<file path="config.mk">
export PLATFORM = sky130hd
export DESIGN_NAME = branch_sequencer
export DESIGN_NICKNAME = d
export VERILOG_FILES = /design/src/rtl/proc_pkg.sv /design/src/rtl/branch_cond.sv /design/src/rtl/branch_sequencer.sv
export SDC_FILE = /design/constraint.sdc
export NUM_CORES = 1
export LEC_CHECK = 0
export ABC_AREA = 1
export CORE_MARGIN = 10
export CORE_UTILIZATION = 45
export DETAILED_ROUTE_END_ITERATION = 12
export PLACE_DENSITY_LB_ADDON = 0.08
export SETUP_SLACK_MARGIN = 0.4
export SLEW_MARGIN = 0
export SYNTH_ARGS = -nofsm -noshare
export SYNTH_HDL_FRONTEND = slang
export SYNTH_SLANG_ARGS = --single-unit
</file>
<file path="constraint.sdc">
create_clock -name clk -period 2.8 [get_ports clk]
set_clock_uncertainty 0.1 [all_clocks]
set_input_delay 0.56 -clock clk [delete_from_list [all_inputs] [get_ports clk]]
set_output_delay 0.56 -clock clk [all_outputs]
set_load 0.02 [all_outputs]
</file>
<file path="src/rtl/proc_pkg.sv">
// Shared definitions for the fetch/sequencing controller: opcodes,
// instruction field positions and the sequencer state encoding.
package proc_pkg;

  // Instruction field positions
  localparam int OPC_MSB = 31;
  localparam int OPC_LSB = 26;
  localparam int RD_MSB  = 25;
  localparam int RD_LSB  = 21;
  localparam int RS_MSB  = 20;
  localparam int RS_LSB  = 16;
  localparam int IMM_MSB = 15;
  localparam int IMM_LSB = 0;

  // Control-flow opcodes; everything else goes to execute
  localparam logic [5:0] OP_BEQ  = 6'b001000;
  localparam logic [5:0] OP_BNE  = 6'b001001;
  localparam logic [5:0] OP_BGT  = 6'b001010;
  localparam logic [5:0] OP_BGE  = 6'b001011;
  localparam logic [5:0] OP_BLT  = 6'b001100;
  localparam logic [5:0] OP_BLE  = 6'b001101;
  localparam logic [5:0] OP_J    = 6'b001110;
  localparam logic [5:0] OP_HALT = 6'b111111;

  typedef enum logic [2:0] {
    IDLE,
    FETCH,
    DECODE,
    RESOLVE,
    ISSUE,
    HALT
  } seq_state_t;

  // Conditional branches occupy a contiguous opcode range
  function automatic logic is_branch(input logic [5:0] op);
    return (op >= OP_BEQ) && (op <= OP_BLE);
  endfunction

endpackage

</file>
<file path="src/rtl/branch_cond.sv">
// Branch condition evaluator: signed 32-bit compare of rd against rs,
// selected by opcode. Non-branch opcodes report not-taken.
module branch_cond
  import proc_pkg::*;
(
  input  logic [5:0]  opcode_i,
  input  logic [31:0] rd_data_i,
  input  logic [31:0] rs_data_i,
  output logic        taken_o
);

  logic signed [31:0] rd_s;
  logic signed [31:0] rs_s;

  assign rd_s = rd_data_i;
  assign rs_s = rs_data_i;

  // Decode the comparison for the current opcode
  always_comb begin
    taken_o = 1'b0;
    case (opcode_i)
      OP_BEQ:  taken_o = (rd_s == rs_s);
      OP_BNE:  taken_o = (rd_s != rs_s);
      OP_BGT:  taken_o = (rd_s >  rs_s);
      OP_BGE:  taken_o = (rd_s >= rs_s);
      OP_BLT:  taken_o = (rd_s <  rs_s);
      OP_BLE:  taken_o = (rd_s <= rs_s);
      default: taken_o = 1'b0;
    endcase
  end

endmodule

</file>
<file path="src/rtl/branch_sequencer.sv">
// Fetch/sequencing controller owning the PC. Fetches one instruction per
// trip, resolves branches and jumps locally, hands other instructions to
// execute over valid/ready, and stops on halt.
module branch_sequencer
  import proc_pkg::*;
#(
  parameter int ADDRESS_WIDTH = 5,
  parameter int CNT_WIDTH     = 16
) (
  input  logic                   clk,
  input  logic                   reset,
  input  logic                   start,
  output logic                   imem_req,
  output logic [ADDRESS_WIDTH:0] imem_addr,
  input  logic                   imem_valid,
  input  logic [31:0]            imem_data,
  output logic [4:0]             rf_rd_addr,
  output logic [4:0]             rf_rs_addr,
  input  logic [31:0]            rf_rd_data,
  input  logic [31:0]            rf_rs_data,
  output logic                   issue_valid,
  output logic [31:0]            issue_instr,
  input  logic                   issue_ready,
  output logic [ADDRESS_WIDTH:0] pc,
  output logic                   halted,
  output logic [CNT_WIDTH-1:0]   retired_count,
  output logic [CNT_WIDTH-1:0]   taken_count
);

  seq_state_t             state_q;
  logic [ADDRESS_WIDTH:0] pc_q;
  logic [31:0]            instr_q;
  logic                   imem_req_q;
  logic                   issue_valid_q;
  logic                   halted_q;
  logic [CNT_WIDTH-1:0]   retired_q;
  logic [CNT_WIDTH-1:0]   taken_q;

  logic [ADDRESS_WIDTH:0] pc_inc_d;
  logic [CNT_WIDTH-1:0]   retired_d;
  logic [CNT_WIDTH-1:0]   taken_d;
  logic [5:0]             opcode;
  logic [ADDRESS_WIDTH:0] target;
  logic                   br_taken;

  assign opcode    = instr_q[OPC_MSB:OPC_LSB];
  // Absolute target: only the low PC-width bits of the immediate matter
  assign target    = instr_q[ADDRESS_WIDTH:0];
  assign pc_inc_d  = pc_q + 1'b1;
  assign retired_d = retired_q + 1'b1;
  assign taken_d   = taken_q + 1'b1;

  // Register-file data arrives one cycle after the address, so the
  // condition is evaluated in RESOLVE, the cycle after DECODE.
  branch_cond u_cond (
    .opcode_i  (opcode),
    .rd_data_i (rf_rd_data),
    .rs_data_i (rf_rs_data),
    .taken_o   (br_taken)
  );

  // Sequencer FSM with registered handshake outputs, PC and counters
  always_ff @(posedge clk) begin
    if (reset) begin
      state_q       <= IDLE;
      pc_q          <= '0;
      instr_q       <= '0;
      imem_req_q    <= 1'b0;
      issue_valid_q <= 1'b0;
      halted_q      <= 1'b0;
      retired_q     <= '0;
      taken_q       <= '0;
    end else begin
      case (state_q)
        IDLE: begin
          if (start) begin
            imem_req_q <= 1'b1;
            state_q    <= FETCH;
          end
        end
        FETCH: begin
          if (imem_valid) begin
            instr_q    <= imem_data;
            imem_req_q <= 1'b0;
            state_q    <= DECODE;
          end
        end
        DECODE: begin
          if (is_branch(opcode)) begin
            state_q <= RESOLVE;
          end else if (opcode == OP_J) begin
            pc_q       <= target;
            taken_q    <= taken_d;
            retired_q  <= retired_d;
            imem_req_q <= 1'b1;
            state_q    <= FETCH;
          end else if (opcode == OP_HALT) begin
            halted_q  <= 1'b1;
            retired_q <= retired_d;
            state_q   <= HALT;
          end else begin
            issue_valid_q <= 1'b1;
            state_q       <= ISSUE;
          end
        end
        RESOLVE: begin
          if (br_taken) begin
            pc_q    <= target;
            taken_q <= taken_d;
          end else begin
            pc_q <= pc_inc_d;
          end
          retired_q  <= retired_d;
          imem_req_q <= 1'b1;
          state_q    <= FETCH;
        end
        ISSUE: begin
          if (issue_ready) begin
            issue_valid_q <= 1'b0;
            pc_q          <= pc_inc_d;
            retired_q     <= retired_d;
            imem_req_q    <= 1'b1;
            state_q       <= FETCH;
          end
        end
        HALT: begin
          state_q <= HALT;
        end
        default: begin
          state_q <= IDLE;
        end
      endcase
    end
  end

  assign imem_req      = imem_req_q;
  assign imem_addr     = pc_q;
  assign rf_rd_addr    = instr_q[RD_MSB:RD_LSB];
  assign rf_rs_addr    = instr_q[RS_MSB:RS_LSB];
  assign issue_valid   = issue_valid_q;
  assign issue_instr   = issue_valid_q ? instr_q : 32'h0;
  assign pc            = pc_q;
  assign halted        = halted_q;
  assign retired_count = retired_q;
  assign taken_count   = taken_q;

endmodule

</file>
==> impl_results.rst, run 1 <==
.. list-table::
   :header-rows: 1

   * - Metric
     - Value
   * - Mean area per synthesized cell
     - 6.69 sq um
   * - Number of antenna violations at the first check in global routing
     - 0
   * - Post-synthesis to final-layout area growth
     - 56.0%
   * - Hold-fix buffers at CTS
     - 0
   * - DRC violations left
     - 0
   * - WHS
     - between 300 and 400 ps
   * - Final min period
     - 2370 ps
   * - Syn nets
     - 883
   * - Worst slack at placement
     - -461 ps
   * - Worst hold path type
     - register to register
   * - Relative slew slack
     - 0.742
   * - Final estimated routing congestion in global placement
     - 0.877
   * - Worst Tran Pin Value
     - 377 ps
   * - Part of the Yosys area used for sequential elements
     - 0.304
   * - Standard cell with the maximum stage delay on the critical path
     - sky130_fd_sc_hd__ha_4
   * - IO buf count
     - 189
   * - Slew Limit Fails
     - 0
   * - Iteration-0 DRC count of the detailed router
     - 313
   * - Number of routed nets with antenna violations
     - 0
   * - Critical Setup Path Class
     - input port to register
   * - Max clock buf depth
     - 2
   * - Largest stage delay on the critical path
     - ~260 ps
   * - Worst r2r path cells
     - 16
   * - TritonCTS clock tree
     - built
   * - Routed WL
     - ~17 mm
   * - Final number of setup-violating endpoints
     - 0
   * - Die ar.
     - 15700 sq um
   * - End-of-flow core utilization
     - 0.719
   * - Number of search-and-repair iterations in the first detailed-routing pass
     - 6
   * - Clock-pin slew on the worst setup and hold paths
     - 80 ps
   * - Maximum clock frequency
     - 422 MHz
   * - GR Overflow Total
     - 0
   * - Synthesized instance count
     - about 750
   * - Library cell used as clock root buffer
     - sky130_fd_sc_hd__clkbuf_8
   * - Unrepaired setup endpoints after global routing
     - yes
   * - Clock network latency to the later pin of the worst-skew pair
     - ~360 ps
   * - Via count of the first global-routing pass
     - 5337
   * - Drt via density
     - around 5.1
   * - Maximum vdd drop
     - 0.374 mV
   * - Total of max-cap violations
     - 0
   * - Global-route wire length before repair
     - 26.7 mm
   * - NumNets Final
     - 1065
   * - Crit path required time
     - 3000 ps
   * - Floorplan row count
     - 38
   * - Run status
     - complete, no violations
   * - Crit Reg-Reg Endpoint
     - retired_count[15]$_SDFFE_PP0P_
   * - Number of buffers created by CTS
     - 9
   * - Area of the mapped netlist
     - 5000 sq um
   * - Cell type with the highest aggregate area in the netlist
     - sky130_fd_sc_hd__dfxtp_1
   * - Avg WL per Cell
     - 15.9 um
   * - Depth of the CTS H-tree
     - 3
   * - Worst Setup SP
     - rf_rs_data[4]
   * - Boundary Pins
     - 190
   * - Hold path cells
     - 2
   * - Final setup margin
     - 428 ps
   * - Fraction of the cycle the final worst path needs
     - 0.847
   * - Post-detailed-placement half-perimeter wirelength
     - 12.6 mm
   * - Area share of the largest cell type after synthesis
     - 0.304
   * - Power Density
     - 513 nW/um^2
   * - Die height
     - between 100 and 150 um
   * - Leak pwr
     - 3.50 nW
   * - Number of clock sinks seen by CTS
     - 76
   * - Number of diodes
     - 0
   * - DIE WIDTH
     - 125 um
   * - Biggest fanout along the worst timing path
     - 7
   * - Startpoint of the worst-slack reg-to-reg timing path
     - state_q[0]$_SDFFE_PP0P_
   * - Kind of capture point of the worst setup path
     - register
   * - Worst Setup EP
     - taken_count[4]$_SDFFE_PP0P_
   * - Syn. warnings
     - 0
   * - Post-route total power
     - around 4.0 mW
   * - DR vias
     - 5485
   * - Fraction of final layout cells with drive strength greater than 1
     - 0.294
   * - Data arrival time of the critical path
     - 2570 ps
   * - Most frequent cell on the critical path
     - sky130_fd_sc_hd__nand2_4
   * - GRT Util Overall
     - 0.202
   * - Maximum number of pins on one net before global-route repair
     - 44
   * - Crit-path cells
     - clkbuf_2, inv_2, ha_4, nand2_2, nor2_4, nand4_1, nor2_2, nand2_4, o21ai_2, a21oi_2, inv_2, nand2_4, nor2_8, nand3_4, nand2_4, buf_12, nand2_4, a21oi_2
   * - Register bit count reported by yosys
     - 76
   * - Hold violation total from the final report
     - 0
   * - Number of different library cells in the post-synthesis netlist
     - between 40 and 50
   * - Leading post-synthesis cells by cell area
     - sky130_fd_sc_hd__dfxtp_1 (30%), sky130_fd_sc_hd__nand2_1 (9.4%), sky130_fd_sc_hd__inv_1 (8.9%)
   * - Setup slack of the worst register-to-register path
     - a little under 600 ps
   * - Initial cell density of the core
     - 0.461
   * - Core footprint
     - about 11000 sq um
   * - Kind of launch point of the worst setup path
     - input port
[through the flow]
step / instance area, sq um / setup TNS (ps) / std cells
after floorplan: 5210 / 0 / 747
after global placement: 7200 / -6960 / 1052
after detailed placement: 7200 / -9190 / 1052
after CTS: 7690 / 0 / 1073
after global routing: 7800 / 0 / 1074
final: 7800 / 0 / 1074
[cell families after synthesis]
| family | after synthesis | synth area share |
|---|---|---|
| AND/OR/NAND/NOR | 332 | 0.299 |
| buffers and inverters | 161 | 0.137 |
| AO/OA/AOI/OAI | 125 | 0.141 |
| flip-flops | 76 | 0.304 |
| adder cells (fa/ha/maj) | 35 | 0.0876 |
| XOR/XNOR | 18 | 0.0315 |
[registers in the layout (all words and copies together) (netlist names)]
signal / cells
halted: 1
imem_req: 1
taken_count: 16
retired_count: 16
issue_valid: 1
imem_addr: 6
instr_q: 32
state_q: 3
[worst min-delay path by stage]
| stage | from | to |
|---|---|---|
| 2_1_floorplan | instr_q[10]$_SDFFE_PP0P_ | instr_q[10]$_SDFFE_PP0P_ |
| 3_3_place_gp | retired_count[15]$_SDFFE_PP0P_ | retired_count[15]$_SDFFE_PP0P_ |
| 3_5_place_dp | retired_count[15]$_SDFFE_PP0P_ | retired_count[15]$_SDFFE_PP0P_ |
| 4_1_cts | retired_count[15]$_SDFFE_PP0P_ | retired_count[15]$_SDFFE_PP0P_ |
| 5_1_grt | instr_q[7]$_SDFFE_PP0P_ | instr_q[7]$_SDFFE_PP0P_ |
| 6_report | retired_count[15]$_SDFFE_PP0P_ | retired_count[15]$_SDFFE_PP0P_ |
[worst max-delay path, delay by kind of cell]
kind                       cells  cell delay [ps]
and+or+nand+nor               10             1080
buffers and inverters          4              350
AOI/OAI and AO/OA              3              320
adders and majority gates      1              260
[cell usage after synthesis, drive strengths merged]
cell type,number
a2111oi,1
a21boi,1
a21o,1
a21oi,56
a31oi,2
and3,1
buf,20
clkbuf,16
clkinv,3
dfxtp,76
ha,35
inv,122
nand2,144
nand3,50
nand3b,2
nand4,6
nor2,109
nor3,17
nor3b,1
nor4,2
o21a,4
o21ai,52
o221ai,1
o22ai,6
o32ai,1
xnor2,5
xor2,13
[power breakdown]
part / internal [mW] / leakage (nW) / total (mW) / switching [mW]
clock: 0.536 / 0.119 / 0.962 / 0.426
sequential: 1.24 / 0.620 / 1.41 / 0.166
combinational: 0.712 / 2.77 / 1.63 / 0.915
[metal layers]
metal / wire (um) / global-route usage
met1: 7000 / 0.236
met2: 8880 / 0.348
met3: 912 / 0.0575
met4: 330 / 0.0637
met5: 0 / 0
[cells in the final DEF (no fill, tap or decap), drive strengths merged, types with 13 or more instances in the layout]
cell type / netlist / routed
nor3: 17 / 17
a21oi: 56 / 56
dfxtp: 76 / 76
dlygate4sd2: 0 / 22
buf: 20 / 28
xor2: 13 / 13
o21ai: 52 / 52
clkbuf: 16 / 64
nor2: 109 / 109
nand2: 144 / 144
nand3: 50 / 50
ha: 35 / 35
inv: 122 / 123
clkdlybuf4s50: 0 / 101
[repair_timing]
| item | in CTS | in global routing |
|---|---|---|
| pin swaps | 62 | 92 |
| endpoints found under the setup margin | 49 | 31 |
| cloned | 1 | 0 |
| resized for setup | 203 | 176 |
| buffers inserted | 4 | 1 |
[cell type report]
| type | count | area [sq um] |
|---|---|---|
| Multi-Input combinational cell | 510 | 3540 |
| Fill cell | 871 | 3040 |
| Timing Repair Buffer | 207 | 1830 |
| Sequential cell | 76 | 1530 |
| Inverter | 125 | 498 |
| Clock buffer | 14 | 193 |
| Tap cell | 140 | 175 |
| Clock inverter | 2 | 38.8 |
Power figures use the tool's default switching activity.
==> inputs of run 2 (changes only) <==
==> constraint.sdc (replaced) <==
create_clock -name clk -period 2.22 [get_ports clk]
set_clock_uncertainty 0.1 [all_clocks]
set_input_delay 0.444 -clock clk [delete_from_list [all_inputs] [get_ports clk]]
set_output_delay 0.444 -clock clk [all_outputs]
set_load 0.02 [all_outputs]
==> impl_results.rst, run 2 (synthesis results as in run 1) <==
.. list-table::
   :header-rows: 1

   * - Metric
     - Value
   * - Worst Tran Pin Value
     - 514 ps (+138 ps)
   * - Internal cell power
     - 3.41 mW (+37%)
   * - Max clock buf depth
     - 2 (unchanged)
   * - Global-route wire length before repair
     - 30.0 mm (+12%)
   * - GRT Util Overall
     - 0.227 (+0.0250)
   * - Highest-count cells in the layout ignoring fill and taps
     - sky130_fd_sc_hd__nor2_1 (81), sky130_fd_sc_hd__inv_1 (76), sky130_fd_sc_hd__nand2_1 (71)
   * - Clock network latency to the later pin of the worst-skew pair
     - 370 ps (about the same)
   * - Unrepaired setup endpoints after global routing
     - yes
   * - Final setup margin
     - -69.7 ps (-497 ps)
   * - Crit path required time
     - 2410 ps (-590 ps)
   * - Maximum number of pins on one net before global-route repair
     - 43 (-2.3%)
   * - Avg WL per Cell
     - 18.1 um (+14%)
   * - Hold violation total from the final report
     - 0 (unchanged)
   * - TritonCTS clock tree
     - built
   * - IO buf count
     - 189 (unchanged)
   * - Number of diodes
     - 0 (unchanged)
   * - Fraction of the cycle the final worst path needs
     - 1.03
   * - Kind of capture point of the worst setup path
     - register
   * - Final estimated routing congestion in global placement
     - 0.885 (+0.89%)
   * - Core footprint
     - 10800 sq um (unchanged)
   * - Startpoint of the worst-slack reg-to-reg timing path
     - state_q[1]$_SDFFE_PP0P_
   * - Share of power burned in registers
     - 0.317 (-0.036)
   * - NumNets Final
     - 1120 (+5.2%)
   * - Maximum vdd drop
     - 0.482 mV (+29%)
   * - Worst hold path type
     - register to register
   * - Final number of setup-violating endpoints
     - 20 (+20)
   * - Violated checks
     - setup timing
   * - Post-detailed-placement half-perimeter wirelength
     - 12.7 mm (+0.74%)
   * - Comb pwr share
     - 0.465 (+0.058)
   * - Worst Setup SP
     - rf_rs_data[27]
   * - DIE WIDTH
     - 125 um (unchanged)
   * - DRC violations left
     - 0 (unchanged)
   * - Number of routed nets with antenna violations
     - 0 (unchanged)
   * - Relative slew slack
     - 0.657 (-0.0852)
   * - Die ar.
     - 15700 sq um (unchanged)
   * - DR vias
     - 6036 (+10%)
   * - Buf+Inv Stages, Crit Path
     - 5 (+1)
   * - Clock power frac
     - 0.218 (-0.023)
   * - Total of max-cap violations
     - 0 (unchanged)
   * - Cell type group with the largest total delay on the critical path
     - simple AND/OR/NAND/NOR gates
   * - Power Density
     - 648 nW/um^2 (+26%)
   * - Iteration-0 DRC count of the detailed router
     - 400 (+28%)
   * - Fraction of final layout cells with drive strength greater than 1
     - 0.458 (+0.164)
   * - Run status
     - finished with violations
   * - GR Overflow Total
     - 0 (unchanged)
   * - Number of fillers in the final layout
     - 716 (-18%)
   * - WHS
     - 381 ps (-0.00100 ps)
   * - Standard cell with the maximum stage delay on the critical path
     - sky130_fd_sc_hd__ha_4
   * - Drt via density
     - 5.35 (+4.7%)
   * - Most flops, register
     - instr_q
   * - Floorplan row count
     - 38 (unchanged)
   * - Kind of launch point of the worst setup path
     - input port
   * - Number of buffers created by CTS
     - 9 (unchanged)
   * - Boundary Pins
     - 190 (unchanged)
   * - Number of search-and-repair iterations in the first detailed-routing pass
     - 5 (-1)
   * - Number of clock sinks seen by CTS
     - 76 (unchanged)
   * - Post-synthesis to final-layout area growth
     - 74.5%
   * - Die height
     - 125 um (unchanged)
   * - Largest stage delay on the critical path
     - 210 ps (-50 ps)
   * - Slew Limit Fails
     - 0 (unchanged)
   * - Most frequent cell on the critical path
     - sky130_fd_sc_hd__nand2_1
   * - Final min period
     - 2290 ps
   * - Flip-flop count of the largest register, all copies and words added
     - 32 (unchanged)
   * - Depth of the CTS H-tree
     - 3 (unchanged)
   * - Clock-pin slew on the worst setup and hold paths
     - 80 ps (about the same)
   * - Hold-fix buffers at CTS
     - 0 (unchanged)
   * - Initial cell density of the core
     - 0.461 (unchanged)
   * - Number of antenna violations at the first check in global routing
     - 0 (unchanged)
   * - Library cell used as clock root buffer
     - sky130_fd_sc_hd__clkbuf_8
   * - Maximum clock frequency
     - 437 MHz
   * - Setup TNS Final
     - -517 ps (-517 ps)
   * - Data arrival time of the critical path
     - 2480 ps (-90 ps)
   * - Via count of the first global-routing pass
     - 5920 (+11%)
   * - Crit-path cells
     - buf_2, inv_2, ha_4, a21oi_2, o21ai_2, nand2_1, nand2_2, a21oi_4, nand2_4, nand2_4, nand3_4, nand2_1, nand2_1, inv_2, nand3_4, buf_6, nand2_8, buf_6, nand2_2, a21oi_1
   * - Routed WL
     - 20.5 mm (+19%)
   * - Biggest fanout along the worst timing path
     - 4 (-3)
   * - Worst slack at placement
     - -907 ps (-446 ps)
   * - Post-route total power
     - 5.65 mW (+41%)
   * - Switching power total
     - 2.24 mW (+49%)
   * - Switching share of power
     - 0.397 (+0.0200)
   * - Critical Setup Path Class
     - input port to register
   * - Hold_sp
     - retired_count[15]$_SDFFE_PP0P_
   * - Leak pwr
     - 4.13 nW (+18%)
   * - Most common library cell in the layout ignoring fill and taps
     - sky130_fd_sc_hd__nor2_1
run 2: cell types whose count changed in the layout (fill, tap and decap cells not counted), moves of 12 or more:
| cell | delta |
|---|---|
| sky130_fd_sc_hd__nand2_1 | -23 |
| sky130_fd_sc_hd__nand2_2 | +14 |
| sky130_fd_sc_hd__clkbuf_2 | -45 |
| sky130_fd_sc_hd__buf_2 | +55 |
| sky130_fd_sc_hd__buf_4 | +23 |
| sky130_fd_sc_hd__clkdlybuf4s50_1 | -66 |
| sky130_fd_sc_hd__dlygate4sd2_1 | +34 |
| sky130_fd_sc_hd__nand3_2 | +12 |
| sky130_fd_sc_hd__nand3_1 | -13 |
| sky130_fd_sc_hd__buf_6 | +55 |
run 2: path summary, 6_finish.rpt:
kind	to	slack, ps	depth (start not counted)
worst max-delay path	taken_count[2]$_SDFFE_PP0P_	-70	20
worst min-delay path	retired_count[15]$_SDFFE_PP0P_	380	2
worst max register to register	retired_count[13]$_SDFFE_PP0P_	30	15
worst min register to register	retired_count[15]$_SDFFE_PP0P_	380	2
run 2: power groups by stage:
stage	Combinational (mW)	Clock, mW	Sequential [mW]
global placement	1.84	0	1.78
floorplan	1.10	0	1.82
finish	2.63	1.23	1.79
CTS	2.27	1.23	1.76
detailed placement	1.90	0	1.79
global route	2.80	1.30	1.81
run 2: repair_timing:
action,4_1_cts,5_1_grt
setup buffers,28,11
endpoints found under the setup margin,126,84
gates resized for setup,577,195
gates cloned,4,0
pin swaps,113,92
run 2: area by class of cell:
class | instances | area (sq um) | share of cell area
clock buffers | 11 | 141 | 0.0162
clock inverters | 5 | 85.1 | 0.00975
inverters | 125 | 518 | 0.0594
multi-input cells | 510 | 3910 | 0.448
flip-flops and latches | 76 | 1540 | 0.177
well taps | 140 | 175 | 0.0201
repair buffers | 262 | 2350 | 0.270
run 2: worst min-delay path: cells and delay by family (launching register included):
kind	cells	cell delay, ps
AOI/OAI and AO/OA	1	60
buffers and inverters	1	70
DFF	1	320
run 2: metal layers:
metal,up-vias,wire (um),part of all wire,global-route usage
li1,2839,-,-,-
met1,2899,7830,0.38,0.255
met2,254,10800,0.53,0.416
met3,44,1360,0.066,0.0541
met4,0,422,0.021,0.0589
met5,-,0,0,0
run 2: metrics by stage:
stage | instances | util | cell area, sq um
floorplan | 747 | - | 5230
global placement | 1070 | 0.680 | 7370
detailed placement | 1070 | 0.680 | 7370
CTS | 1118 | 0.751 | 8140
global route | 1129 | 0.805 | 8720
finish | 1129 | 0.805 | 8720
==> variant 1, RTL diff (settings of run 1) <==
The 6 states of `seq_state_t` get a one-hot encoding in 6 bits.
--- a/src/rtl/proc_pkg.sv
+++ b/src/rtl/proc_pkg.sv
@@ -22,13 +22,13 @@
   localparam logic [5:0] OP_J    = 6'b001110;
   localparam logic [5:0] OP_HALT = 6'b111111;
 
-  typedef enum logic [2:0] {
-    IDLE,
-    FETCH,
-    DECODE,
-    RESOLVE,
-    ISSUE,
-    HALT
+  typedef enum logic [5:0] {
+    IDLE    = 6'b000001,
+    FETCH   = 6'b000010,
+    DECODE  = 6'b000100,
+    RESOLVE = 6'b001000,
+    ISSUE   = 6'b010000,
+    HALT    = 6'b100000
   } seq_state_t;
 
   // Conditional branches occupy a contiguous opcode range
Behaviour: same outputs for any inputs over 4 cycles, from zero or initial values and one cycle with reset high; so few cycles prove little.
==> variant 1 against run 1 <==
  * Final area increased by 3.3%
  * Hold slack worse by 0.0035 ns
  * Sequential cell count is 3 higher
  * Setup slack worse by 0.048 ns
  * Synthesized area is 2.0% higher
  * Die area up 1.7%
  * Global-route usage down 0.28 points
  * Routed wire length down 1.2%
  * Core utilization is 1.4 points higher
  * Register-to-register slack worse by 0.06 ns
  * Largest cell class unchanged
  * Highest routed layer unchanged
Power is not compared: it rests on default switching activity, and its combinational part moved more than twofold at a synthesized area within 25%.
==> variant 1: results (changes against run 1) <==
[status]
status=complete, no violations

[clocking]
clkLatencyLatePin_ns=0.33  ; -0.03 ns

[drt]
wl_met2_um=8462  ; -4.7%
wl_met1_um=6893  ; -1.6%
vias=5655  ; +3.1%
met3_wirelength_um=1333  ; +46%
drt_first_iter_violations=365  ; +17%
dr.pass1.iters=5  ; -1

[synthesis]
syn-num-nets=896  ; +1.5%
synth.top_cells.by_area=dfxtp_1, inv_1, nand2_1
yosys-top-cells-count=inv_1, nand2_1, nor2_1, dfxtp_1, a21oi_1
yosysUniqueCellTypes=41  ; -2.4%
syn_inst=760  ; +1.7%
yosysSeqAreaShare_pct=31.01  ; +0.57 points

[critical_path]
cp-endpoint=taken_count[7]
cp-startpoint=rf_rs_data[9]
r2r-start=state_q[5]
reg2reg_slack_ns=0.53  ; -0.06 ns
arrival_ns=2.53  ; -0.04 ns
cp_num_buf_inv=3  ; -1

[timing]
relSlewSlack_pct=54.24  ; -20 points
fmax_ghz=0.4132  ; -2.0%

[placed_design]
place_ws_ns=-0.3881  ; +0.07292 ns

[grt]
grt_max_degree=54  ; +23%
track_usage_pct=19.88  ; -0.28 points
grt_use_met3_pct=5.539  ; -0.21 points
globalRouteMet1Util_pct=23.09  ; -0.48 points

## variant 1: per-stage QoR
| stage | total power, mW | hold slack (ns) | area [µm²] |
|---|---|---|---|
| after floorplan | 1.558 | 0.3573 | 5195 |
| after global placement | 1.796 | 0.3531 | 7173 |
| after detailed placement | 1.818 | 0.3663 | 7173 |
| after CTS | 3.199 | 0.3795 | 7949 |
| after global routing | 3.347 | 0.4078 | 8051 |
| final | 3.204 | 0.3778 | 8051 |
## variant 1: area by class of cell
type	count	area (µm²)	area share, %
Multi-Input combinational cell	511	3471	43.11
Clock buffer	14	284.0	3.528
Tap cell	140	175.2	2.176
Sequential cell	79	1583	19.66
Timing Repair Buffer	215	1969	24.46
Clock inverter	2	60.06	0.7459
Inverter	133	509.2	6.325
## variant 1: repair_timing
action,4_1_cts,5_1_grt
buffers inserted,4,5
gates cloned,2,0
endpoints found under the hold margin,0,0
pin swaps,89,38
resized for setup,286,49
endpoints found under the setup margin,55,61
==> variant 2, RTL diff (flow settings as in run 1) <==
Without the edit above. Change the parameter `CNT_WIDTH` from 16 to 32.
--- a/src/rtl/branch_sequencer.sv
+++ b/src/rtl/branch_sequencer.sv
@@ -5,7 +5,7 @@
   import proc_pkg::*;
 #(
   parameter int ADDRESS_WIDTH = 5,
-  parameter int CNT_WIDTH     = 16
+  parameter int CNT_WIDTH     = 32
 ) (
   input  logic                   clk,
   input  logic                   reset,
Interface: changed (resized retired_count and taken_count); port bits go from 190 to 222. No check against the original RTL was run, so the function may have changed too.
==> variant 2 against run 1 <==
  * Synthesized area up 40%
  * Total power up 39%
  * Setup slack worse by 0.20 ns
  * Sequential cell count up 32
  * Sequential power up 36%
  * Core utilization down 0.70 points
  * Final area up 39%
  * Register-to-register slack worse by 0.19 ns
  * Critical path type unchanged
  * Largest power group unchanged
  * Routed wire length up 40%
==> variant 2: results (changes against run 1) <==
[grt]
grt_max_degree=57  ; +30%
grt_use_met3_pct=7.008  ; +1.3 points
first_global_vias=7127  ; +34%
grt_first_pass_wirelength_um=36030  ; +35%
track_usage_pct=21.18  ; +1.0 points

[drt]
wl_met1_um=10090  ; +44%
met3_wirelength_um=2155  ; +140%
wl_met2_um=11410  ; +29%

[critical_path]
slowest_stage=nor3b_4
path_max_fanout=8  ; +1
r2r_cells=11  ; -5
cp-startpoint=rf_rs_data[21]
arrival_ns=2.68  ; +0.11 ns
slowest_delay_ns=0.30  ; +0.04 ns

[hold_path]
hold_end=halted

[synthesis]
syn_inst=1065  ; +43%
synth.top_cells.by_area=dfxtp_1, nand2_1, inv_1
yosys-top-cells-count=nand2_1, inv_1, nor2_1, dfxtp_1, a21oi_1
syn-num-nets=1201  ; +36%

[cells_and_area]
n_fill_cell=1263  ; +45%
final_cells=1485  ; +38%
drive_gt1_share_pct=22.28  ; -7.2 points

[pwr]
max-vdd-ir-drop_uv=440.1  ; +18%
leakage_nw=4.376  ; +25%

[timing]
layout_min_cycle_time_ns=2.571  ; +0.1990 ns
hold_ws_ns=0.3678  ; -0.01338 ns

[placed_design]
place.gp.congestion=0.9332  ; +6.4%
place_area_um2=9492  ; +32%
place_hpwl_um=17010  ; +35%

[status]
status=complete, no violations

[variant 2: cell type report]
type / count / area, µm² / share of cell area, %
repair buffers: 268 / 2661 / 24.58
well taps: 188 / 235.2 / 2.172
multi-input cells: 760 / 4921 / 45.44
inverters: 146 / 568.0 / 5.246
clock buffers: 9 / 225.2 / 2.080
clock inverters: 6 / 51.30 / 0.4737
flip-flops and latches: 108 / 2167 / 20.01
[variant 2: report_power, final]
part / total, mW / switching [mW] / internal, mW
clock: 1.22 / 0.614 / 0.609
sequential: 1.92 / 0.194 / 1.73
combinational: 2.41 / 1.35 / 1.05
total: 5.55 / 2.16 / 3.39
[variant 2: what timing repair did]
item,4_1_cts,5_1_grt
endpoints found under the hold margin,0,0
pin swaps,50,96
gates resized for setup,211,175
cloned,1,3
endpoints found under the setup margin,70,84
setup buffers,4,11
[variant 2: cell families after synthesis]
family	count (synthesis)	synth area share, %
simple gates	515	32.56
buf+inv	197	11.97
compound gates	163	12.40
flops	108	30.92
xor+xnor	47	5.887
fa+ha+maj	35	6.262
